--- config.mk ---
export PLATFORM = sky130hd
export DESIGN_NAME = msrh_lsu_replay_sched
export DESIGN_NICKNAME = d
export VERILOG_FILES = /design/src/rtl/msrh_lsu_replay_sched.sv
export SDC_FILE = /design/constraint.sdc
export NUM_CORES = 1
export LEC_CHECK = 0
export CAP_MARGIN = 20
export CORE_UTILIZATION = 30
export DETAILED_ROUTE_END_ITERATION = 16
export PLACE_DENSITY_LB_ADDON = 0.2
export SETUP_SLACK_MARGIN = 0.4
export SYNTH_ARGS = -nofsm -noshare
export SYNTH_HDL_FRONTEND = slang
export SYNTH_SLANG_ARGS = --single-unit
--- constraint.sdc ---
create_clock -name i_clk -period 7.3 [get_ports i_clk]
set_input_delay 2.19 -clock i_clk [delete_from_list [all_inputs] [get_ports i_clk]]
set_output_delay 2.19 -clock i_clk [all_outputs]
set_load 0.03 [all_outputs]
--- src/rtl/msrh_lsu_replay_sched.sv ---
// Replay scheduler for one LSU pipe.
// Each memory-queue entry that hit a hazard waits here until its wake-up
// event arrives. Ready entries are offered to the EX0 replay port one per
// cycle, in round-robin order. The payload stays in the LDQ/STQ; this block
// only keeps per-entry wait state.
module msrh_lsu_replay_sched #(
    parameter int ENTRY_SIZE  = 16,
    parameter int LRQ_SIZE    = 8,
    parameter int RETRY_DELAY = 4
) (
    input  logic                          i_clk,
    input  logic                          i_reset,
    input  logic                          i_hazard_vld,
    input  logic [ENTRY_SIZE-1:0]         i_hazard_index_oh,
    input  logic [2:0]                    i_hazard_typ,
    input  logic [LRQ_SIZE-1:0]           i_hazard_lrq_index_oh,
    input  logic                          i_tlb_resolve,
    input  logic [LRQ_SIZE-1:0]           i_lrq_resolve_index_oh,
    input  logic                          i_lrq_free,
    input  logic [ENTRY_SIZE-1:0]         i_done_index_oh,
    output logic                          o_replay_valid,
    output logic [ENTRY_SIZE-1:0]         o_replay_index_oh,
    input  logic                          i_replay_ready,
    output logic [$clog2(ENTRY_SIZE):0]   o_wait_count
);

    localparam int PTR_W = (ENTRY_SIZE > 1) ? $clog2(ENTRY_SIZE) : 1;
    localparam int CNT_W = $clog2(ENTRY_SIZE) + 1;

    localparam logic [2:0] HZ_NONE         = 3'd0;
    localparam logic [2:0] HZ_TLB_MISS     = 3'd1;
    localparam logic [2:0] HZ_L1D_CONFLICT = 3'd2;
    localparam logic [2:0] HZ_LRQ_ASSIGNED = 3'd3;
    localparam logic [2:0] HZ_LRQ_CONFLICT = 3'd4;

    // The capture edge already counts as the first of the RETRY_DELAY cycles,
    // so the counter holds the number of WAIT cycles still to go.
    localparam logic [3:0] DELAY_RELOAD = 4'(RETRY_DELAY - 1);
    localparam logic       DELAY_IS_ONE = (RETRY_DELAY <= 1);

    typedef enum logic [1:0] {
        ST_IDLE   = 2'd0,
        ST_WAIT   = 2'd1,
        ST_READY  = 2'd2,
        ST_ISSUED = 2'd3
    } state_t;

    logic [ENTRY_SIZE-1:0] w_ready_vec;
    logic [ENTRY_SIZE-1:0] w_active_next_vec;
    logic [ENTRY_SIZE-1:0] w_grant_oh;
    logic [PTR_W-1:0]      r_rr_ptr;
    logic [PTR_W-1:0]      w_sel_idx;
    logic                  w_sel_found;
    logic [PTR_W:0]        w_scan_sum;
    logic [PTR_W-1:0]      w_scan_idx;
    logic [CNT_W-1:0]      r_wait_count;
    logic [CNT_W-1:0]      w_wait_count_next;

    genvar gi;
    generate
        for (gi = 0; gi < ENTRY_SIZE; gi++) begin : g_entry
            state_t             r_state;
            state_t             w_state_next;
            logic [2:0]         r_typ;
            logic [2:0]         w_typ_next;
            logic [LRQ_SIZE-1:0] r_lrq_oh;
            logic [LRQ_SIZE-1:0] w_lrq_next;
            logic [3:0]         r_cnt;
            logic [3:0]         w_cnt_next;
            logic               w_hazard_hit;
            logic               w_cap_wake;
            logic               w_wait_wake;

            assign w_hazard_hit          = i_hazard_vld & i_hazard_index_oh[gi];
            assign w_ready_vec[gi]       = (r_state == ST_READY);
            assign w_grant_oh[gi]        = o_replay_index_oh[gi] & i_replay_ready;
            assign w_active_next_vec[gi] = (w_state_next == ST_WAIT) || (w_state_next == ST_READY);

            // Wake-up test for a hazard being captured this cycle (uses the incoming report)
            always_comb begin
                w_cap_wake = 1'b1;
                case (i_hazard_typ)
                    HZ_NONE:         w_cap_wake = 1'b1;
                    HZ_TLB_MISS:     w_cap_wake = i_tlb_resolve;
                    HZ_L1D_CONFLICT: w_cap_wake = DELAY_IS_ONE;
                    HZ_LRQ_ASSIGNED: w_cap_wake = |(i_lrq_resolve_index_oh & i_hazard_lrq_index_oh);
                    HZ_LRQ_CONFLICT: w_cap_wake = i_lrq_free;
                    default:         w_cap_wake = 1'b1;
                endcase
            end

            // Wake-up test for an entry already waiting (uses the stored cause)
            always_comb begin
                w_wait_wake = 1'b1;
                case (r_typ)
                    HZ_NONE:         w_wait_wake = 1'b1;
                    HZ_TLB_MISS:     w_wait_wake = i_tlb_resolve;
                    HZ_L1D_CONFLICT: w_wait_wake = (r_cnt <= 4'd1);
                    HZ_LRQ_ASSIGNED: w_wait_wake = |(i_lrq_resolve_index_oh & r_lrq_oh);
                    HZ_LRQ_CONFLICT: w_wait_wake = i_lrq_free;
                    default:         w_wait_wake = 1'b1;
                endcase
            end

            // Entry next state: done beats hazard capture, which beats grant and wake-up
            always_comb begin
                w_state_next = r_state;
                w_typ_next   = r_typ;
                w_lrq_next   = r_lrq_oh;
                w_cnt_next   = r_cnt;
                if (i_done_index_oh[gi]) begin
                    w_state_next = ST_IDLE;
                end else if (w_hazard_hit) begin
                    w_typ_next   = i_hazard_typ;
                    w_lrq_next   = i_hazard_lrq_index_oh;
                    w_cnt_next   = (i_hazard_typ == HZ_L1D_CONFLICT) ? DELAY_RELOAD : 4'd0;
                    w_state_next = w_cap_wake ? ST_READY : ST_WAIT;
                end else if (w_grant_oh[gi]) begin
                    w_state_next = ST_ISSUED;
                end else if (r_state == ST_WAIT) begin
                    if (w_wait_wake) begin
                        w_state_next = ST_READY;
                    end else if (r_typ == HZ_L1D_CONFLICT) begin
                        w_cnt_next = r_cnt - 4'd1;
                    end
                end
            end

            // Entry state register
            always_ff @(posedge i_clk) begin
                if (i_reset) begin
                    r_state  <= ST_IDLE;
                    r_typ    <= HZ_NONE;
                    r_lrq_oh <= '0;
                    r_cnt    <= 4'd0;
                end else begin
                    r_state  <= w_state_next;
                    r_typ    <= w_typ_next;
                    r_lrq_oh <= w_lrq_next;
                    r_cnt    <= w_cnt_next;
                end
            end
        end
    endgenerate

    // Round-robin pick: first READY entry at or after the pointer, wrapping
    always_comb begin
        w_sel_found = 1'b0;
        w_sel_idx   = '0;
        w_scan_sum  = '0;
        w_scan_idx  = '0;
        for (int k = 0; k < ENTRY_SIZE; k++) begin
            w_scan_sum = {1'b0, r_rr_ptr} + (PTR_W+1)'(k);
            if (w_scan_sum >= (PTR_W+1)'(ENTRY_SIZE)) begin
                w_scan_sum = w_scan_sum - (PTR_W+1)'(ENTRY_SIZE);
            end
            w_scan_idx = w_scan_sum[PTR_W-1:0];
            if (!w_sel_found && w_ready_vec[w_scan_idx]) begin
                w_sel_found = 1'b1;
                w_sel_idx   = w_scan_idx;
            end
        end
    end

    assign o_replay_valid    = w_sel_found;
    assign o_replay_index_oh = w_sel_found ? (ENTRY_SIZE'(1) << w_sel_idx) : '0;

    // Pointer moves past the granted entry; held while EX0 is not ready
    always_ff @(posedge i_clk) begin
        if (i_reset) begin
            r_rr_ptr <= '0;
        end else if (o_replay_valid && i_replay_ready) begin
            r_rr_ptr <= (w_sel_idx == PTR_W'(ENTRY_SIZE - 1)) ? '0 : w_sel_idx + PTR_W'(1);
        end
    end

    // Population count of entries that will be WAIT or READY after this edge
    always_comb begin
        w_wait_count_next = '0;
        for (int k = 0; k < ENTRY_SIZE; k++) begin
            w_wait_count_next = w_wait_count_next + CNT_W'(w_active_next_vec[k]);
        end
    end

    // Registered wait count
    always_ff @(posedge i_clk) begin
        if (i_reset) begin
            r_wait_count <= '0;
        end else begin
            r_wait_count <= w_wait_count_next;
        end
    end

    assign o_wait_count = r_wait_count;

endmodule

==> results of run 1 <==
## state kept, by name, indices dropped and copies added (netlist names)
register and count:
g_entry.r_typ 48, g_entry.r_lrq_oh 128, r_rr_ptr 4, o_wait_count 5
g_entry.r_cnt 64, g_entry.r_state 32
## layout make-up
class | instances | area [um^2]
Inverter | 89 | 345
Timing Repair Buffer | 277 | 2390
Clock buffer | 45 | 908
Multi-Input combinational cell | 1782 | 11700
Clock inverter | 13 | 155
Fill cell | 5922 | 35900
Tap cell | 765 | 957
Sequential cell | 281 | 5640
## synthesized netlist by cell type (24+ instances only)
library cell and count:
nor4b_1 24, a21oi_1 288, a211oi_1 27, nand4_1 24
inv_1 85, mux2i_1 27, clkbuf_1 125, nor3_1 56
nand3_1 33, nor4_1 25, nand2_1 450, nor2_1 126
nand2b_1 47, dfxtp_1 281, o21ai_0 81, a31oi_1 35
ha_1 50
## worst paths after layout
kind              cells past startpoint                endpoint              startpoint
setup / recovery                     29         o_wait_count[2]             r_rr_ptr[1]
hold / removal                        2  g_entry[2].r_lrq_oh[5]  g_entry[2].r_lrq_oh[5]
setup reg to reg                     29         o_wait_count[2]             r_rr_ptr[1]
hold reg to reg                       2  g_entry[2].r_lrq_oh[5]  g_entry[2].r_lrq_oh[5]
## power groups by stage
stage | sequential [mW] | combinational (mW) | clock [mW]
after floorplan | 1.73 | 3.61 | 0
after global placement | 1.77 | 6.29 | 0
after detailed placement | 1.77 | 6.27 | 0
after CTS | 1.74 | 6.91 | 1.68
after global routing | 1.75 | 7.97 | 1.75
final | 1.74 | 7.51 | 1.64
## critical path, delay by kind of cell, from the launching register on
kind,cells,cell delay [ns]
compound gates,6,1.07
xor+xnor,1,0.16
fa+ha+maj,9,3.10
buf+inv,6,0.46
flops,1,0.37
simple gates,7,1.82
## routing by layer
layer	share of wire	track usage	vias up	routed length, um
li1	-	-	8685	-
met1	0.44	0.301	8938	30800
met2	0.47	0.381	635	33000
met3	0.053	0.0231	147	3750
met4	0.038	0.0910	0	2660
met5	0	0	-	0
## stage by stage
stage	std cells	setup TNS, ns	power, mW	setup slack, ns	util
floorplan	2312	0	5.35	0.407	-
global placement	3157	-0.669	8.06	-0.183	0.348
detailed placement	3157	-0.869	8.04	-0.229	0.348
CTS	3239	0	10.3	0.228	0.376
global route	3252	-0.152	11.5	-0.0849	0.381
finish	3252	0	10.9	0.167	0.381
## cell families (layout without fill, tap and decap cells)
| family | after synthesis | in the layout | share of synthesized area |
|---|---|---|---|
| and+or+nand+nor | 961 | 961 | 0.273 |
| AOI/OAI and AO/OA | 679 | 679 | 0.247 |
| DFF | 281 | 281 | 0.318 |
| buffers and inverters | 249 | 424 | 0.0575 |
| adders and majority gates | 60 | 60 | 0.0466 |
| muxes | 52 | 52 | 0.0416 |
| xor gates and xnor gates | 30 | 30 | 0.0161 |
## timing repair
action	4_1_cts	5_1_grt
setup endpoints to repair	21	20
gates cloned	1	0
pin swaps	39	26
resized for setup	109	52
buffers inserted	23	9
==> flow_summary.yaml, run 1 <==
synthesis:
  ys_ff_latch: 281
  syn_inst: 2312
  yosysTopAreaCell: "dfxtp_1"
  synth_flop_cell: "dfxtp_1"
  synth-seq-area-share: 0.318
  ys_warn_count: 0
  synth_cell_type_count: 106
  netlist_area_mm2: 0.0177
  synth_top_cell_area_share: 0.318
  synth_edf_count: 0
  synthTopCellsByArea: "dfxtp_1 32%, nand2_1 9.5%, a21oi_1 8.1%"
  syn_area_per_cell_um2: 7.66
  ys_async_sr_fraction: 0
  syn_nets: 2429
layout:
  final_cell_mix: "447 x nand2_1, 280 x a21oi_1, 278 x dfxtp_1"
  diodes: 0
  synthToLayoutAreaGrowth_pct: 24.9
  fin_nets: 2579
  final_common_cell: "nand2_1"
  layout-drive-gt1-share: 0.183
  fin_area_mm2: 0.0221
routing:
  drt_iter0_markers: 1513
  routed_wl_um: 70300
  routed_via_density: 5.66
  dr_total_vias: 18400
  wire_per_inst_um: 21.6
  post-route-drc-count: 0
  drt-pass1-iter-count: 6
  ant_nets: 0
global_route:
  first_global_vias: 17400
  grt_first_pass_wirelength_um: 107000
  antenna_found_initial: 0
  grt-ovfl-total: 0
  grtUsageTotal: 0.228
  grt_max_degree: 88
place:
  place_congestion: 0.984
  hpwl_um: 51800
  portBuffers: 78
  postPlaceCellArea_mm2: 0.0202
die:
  die_w_um: 245
  die_y_um: 245
  pin_count: 79
  start_util: 0.305
  rows: 88
  coreArea_mm2: 0.0580
  die_area_mm2: 0.0600
clock_tree:
  cts_sinks: 281
  htree_levels: 1
  ctsRootBufferMaster: "clkbuf_16"
  path_clk_slew_ns: 0.06
  holdBufCountCts: 0
  tritoncts: "yes"
  cts_buffer_depth: 3
  clk_latency_ns: 0.58
  numCtsBuffers: 31
timing:
  min_period_over_period: 0.977
  rsz0062_at_grt: "yes"
  hold_viol: 0
  holdWs_ns: 0.454
  setup_violations: 0
  skew_ns: 0.0188
  period_minus_slack_ns: 7.13
  slew_headroom: 0.277
  tightest_slew_ns: 1.08
  slew_viol_final: 0
  max_freq_ghz: 0.140
worst_setup_path:
  rrSetupSlack_ns: 0.17
  crit_slowest_cell: "fa_1"
  worstPathArrival_ns: 7.54
  start_kind: "flop"
  path_class: "reg2reg"
  cp_common_cell: "ha_4"
  cp_max_fo: 6
  cp-end-kind: "flop"
  cp.required_ns: 7.71
  critPathMaxStageDelay_ns: 0.57
power_and_ir_drop:
  p_seq_frac: 0.160
  irDropWorstVdd_uv: 577
  swShare: 0.462
  p_int_mw: 5.87
  p_leak_nw: 7.81
  combPwrFrac: 0.689
  power_density_mw_per_mm2: 493
  p_sw_mw: 5.03
  clkPwrFrac: 0.151
job:
  max_cap_violations: 0
status:
  status: "completed"
worst_hold_path:
  min_path_type: "reg2reg"
Note: power is estimated with default switching activity, not from simulation.
==> inputs of run 2 (changes only) <==
CTS_CLUSTER_DIAMETER = 40   (was unset)
==> run 2 against run 1 <==
Compared with the run above: clock power up 38%; sequential cell count is the same; worst hold slack worse by 0.0011 ns; core utilization rose by 0.80 points; maximum frequency grew 1.8%; non-clock buffer count is 6 lower; largest power group unchanged.
==> flow_summary.yaml, run 2 (synthesis gave the netlist of run 1 again) <==
status:
  status: "completed"
clock_tree:
  path_clk_slew_ns: 0.05
  cts_sinks: 281
  tritoncts: "yes"
  ctsRootBufferMaster: "clkbuf_16"
  htree_levels: 2
  holdBufCountCts: 0
  numCtsBuffers: 45
  clk_latency_ns: 0.57
  cts_buffer_depth: 3
worst_setup_path:
  path_depth: 31
  worstPathArrival_ns: 7.40
  cp.required_ns: 7.69
  r2r-start: "r_rr_ptr[2]"
  rrSetupSlack_ns: 0.29
  cp-end-kind: "flop"
  path_class: "reg2reg"
  cp_max_fo: 6
  worst-path-buf-inv: 8
  critPathMaxStageDelay_ns: 0.57
  rr_worst_depth: 31
  start_kind: "flop"
  cp-endpoint: "o_wait_count[3]"
  crit_slowest_cell: "fa_1"
  r2r_end: "o_wait_count[3]"
  path_delay_family: "adder cells"
  critical_path.startpoint: "r_rr_ptr[2]"
global_route:
  grt-ovfl-total: 0
  grt_first_pass_wirelength_um: 107000
  first_global_vias: 17500
  grt_max_degree: 88
  antenna_found_initial: 0
  grtUsageTotal: 0.230
timing:
  setup-tns-final_ns: 0
  period_minus_slack_ns: 7.01
  slew_headroom: 0.296
  tightest_slew_ns: 1.06
  setup_violations: 0
  min_period_over_period: 0.960
  rsz0062_at_grt: "yes"
  skew_ns: 0.0212
  slew_viol_final: 0
  hold_viol: 0
  max_freq_ghz: 0.143
die:
  rows: 88
  coreArea_mm2: 0.0580
  pin_count: 79
  die_y_um: 245
  start_util: 0.305
  die_w_um: 245
  die_area_mm2: 0.0600
power_and_ir_drop:
  p_leak_nw: 8.02
  irDropWorstVdd_uv: 699
  power_density_mw_per_mm2: 493
routing:
  drt_iter0_markers: 1579
  wire_per_inst_um: 21.5
  routed_wl_um: 70200
  ant_nets: 0
  routed_via_density: 5.67
  drt-pass1-iter-count: 5
  dr_total_vias: 18500
  post-route-drc-count: 0
place:
  place_congestion: 0.984
  post-place-cells: 3157
  hpwl_um: 51800
  postPlaceCellArea_mm2: 0.0202
  portBuffers: 78
layout:
  reg_top3: "g_entry.r_lrq_oh: 128 flops, g_entry.r_cnt: 64 flops, g_entry.r_typ: 48 flops"
  final_common_cell: "nand2_1"
  synthToLayoutAreaGrowth_pct: 27.5
  fin_nets: 2587
  final_cell_count_no_fill: 3270
  final_cell_mix: "448 x nand2_1, 280 x a21oi_1, 278 x dfxtp_1"
  fin_area_mm2: 0.0226
  layout-drive-gt1-share: 0.188
  top_register: "g_entry.r_lrq_oh"
  largest_register_ffs: 128
  diodes: 0
worst_hold_path:
  min_path_type: "reg2reg"
  hp-start: "g_entry[12].r_lrq_oh[7]"
job:
  max_cap_violations: 0
## run 2: changes by cell type in the layout (fill, tap and decap cells not counted), moves of 5 or more
| cell | previous run | this run |
|---|---|---|
| buf_6 | 20 | 8 |
| clkbuf_16 | 31 | 45 |
| clkbuf_8 | 9 | 3 |
| clkinv_4 | 1 | 8 |
| clkinvlp_4 | 4 | 9 |
| inv_6 | 2 | 7 |
## run 2: how the worst min path moves through the flow
stage | depth (start not counted) | slack [ns] | to
finish | 2 | 0.45 | g_entry[12].r_lrq_oh[7]
global route | 2 | 0.47 | g_entry[2].r_lrq_oh[3]
CTS | 2 | 0.45 | g_entry[1].r_lrq_oh[4]
detailed placement | 2 | 0.45 | g_entry[2].r_lrq_oh[5]
global placement | 2 | 0.44 | g_entry[12].r_lrq_oh[4]
floorplan | 2 | 0.44 | g_entry[11].r_lrq_oh[7]
## run 2: worst register-to-register path, delay by kind of cell, from the launching register on
family          cells  cell delay [ns]
buf+inv             8             0.77
compound gates      8             1.27
simple gates        6             1.15
xor+xnor            1             0.15
fa+ha+maj           7             2.75
flops               1             0.38
mux                 1             0.38
## run 2: final cells by class
cell class                 instances  area [um^2]
multi-input combinational       1782        11700
inverter                          89          345
clock buffer                      49         1160
tap                              765          957
clock inverter                    33          428
fill                            5882        35500
sequential                       281         5640
timing repair buffer             271         2310
## run 2: power breakdown
part / switching, mW / leakage, nW / internal (mW)
Clock: 0.840 / 0.753 / 1.42
Sequential: 0.119 / 2.28 / 1.63
Combinational: 4.14 / 4.99 / 2.97
Total: 5.10 / 8.02 / 6.02
## run 2: metal layers
metal | vias to the layer above | track usage | part of all wire
met5 | - | 0 | 0
met4 | 0 | 0.0960 | 0.038
met3 | 150 | 0.0281 | 0.056
met2 | 656 | 0.381 | 0.47
met1 | 8993 | 0.300 | 0.44
li1 | 8728 | - | -
## run 2: repair_timing
item                                    in CTS  in global routing
pin swaps                                   34                  7
gates cloned                                 1                  0
endpoints found under the setup margin      19                 19
buffers inserted                            22                  4
resized for setup                          108                 21
## run 2: metrics by stage
step                       util  power (mW)  worst slack (ns)  hold WS, ns
after floorplan               -        5.35             0.407        0.436
after global placement    0.348        8.06            -0.183        0.441
after detailed placement  0.348        8.04            -0.229        0.446
after CTS                 0.386        11.0             0.275        0.454
after global routing      0.389        11.7           0.00435        0.471
final                     0.389        11.1             0.291        0.453
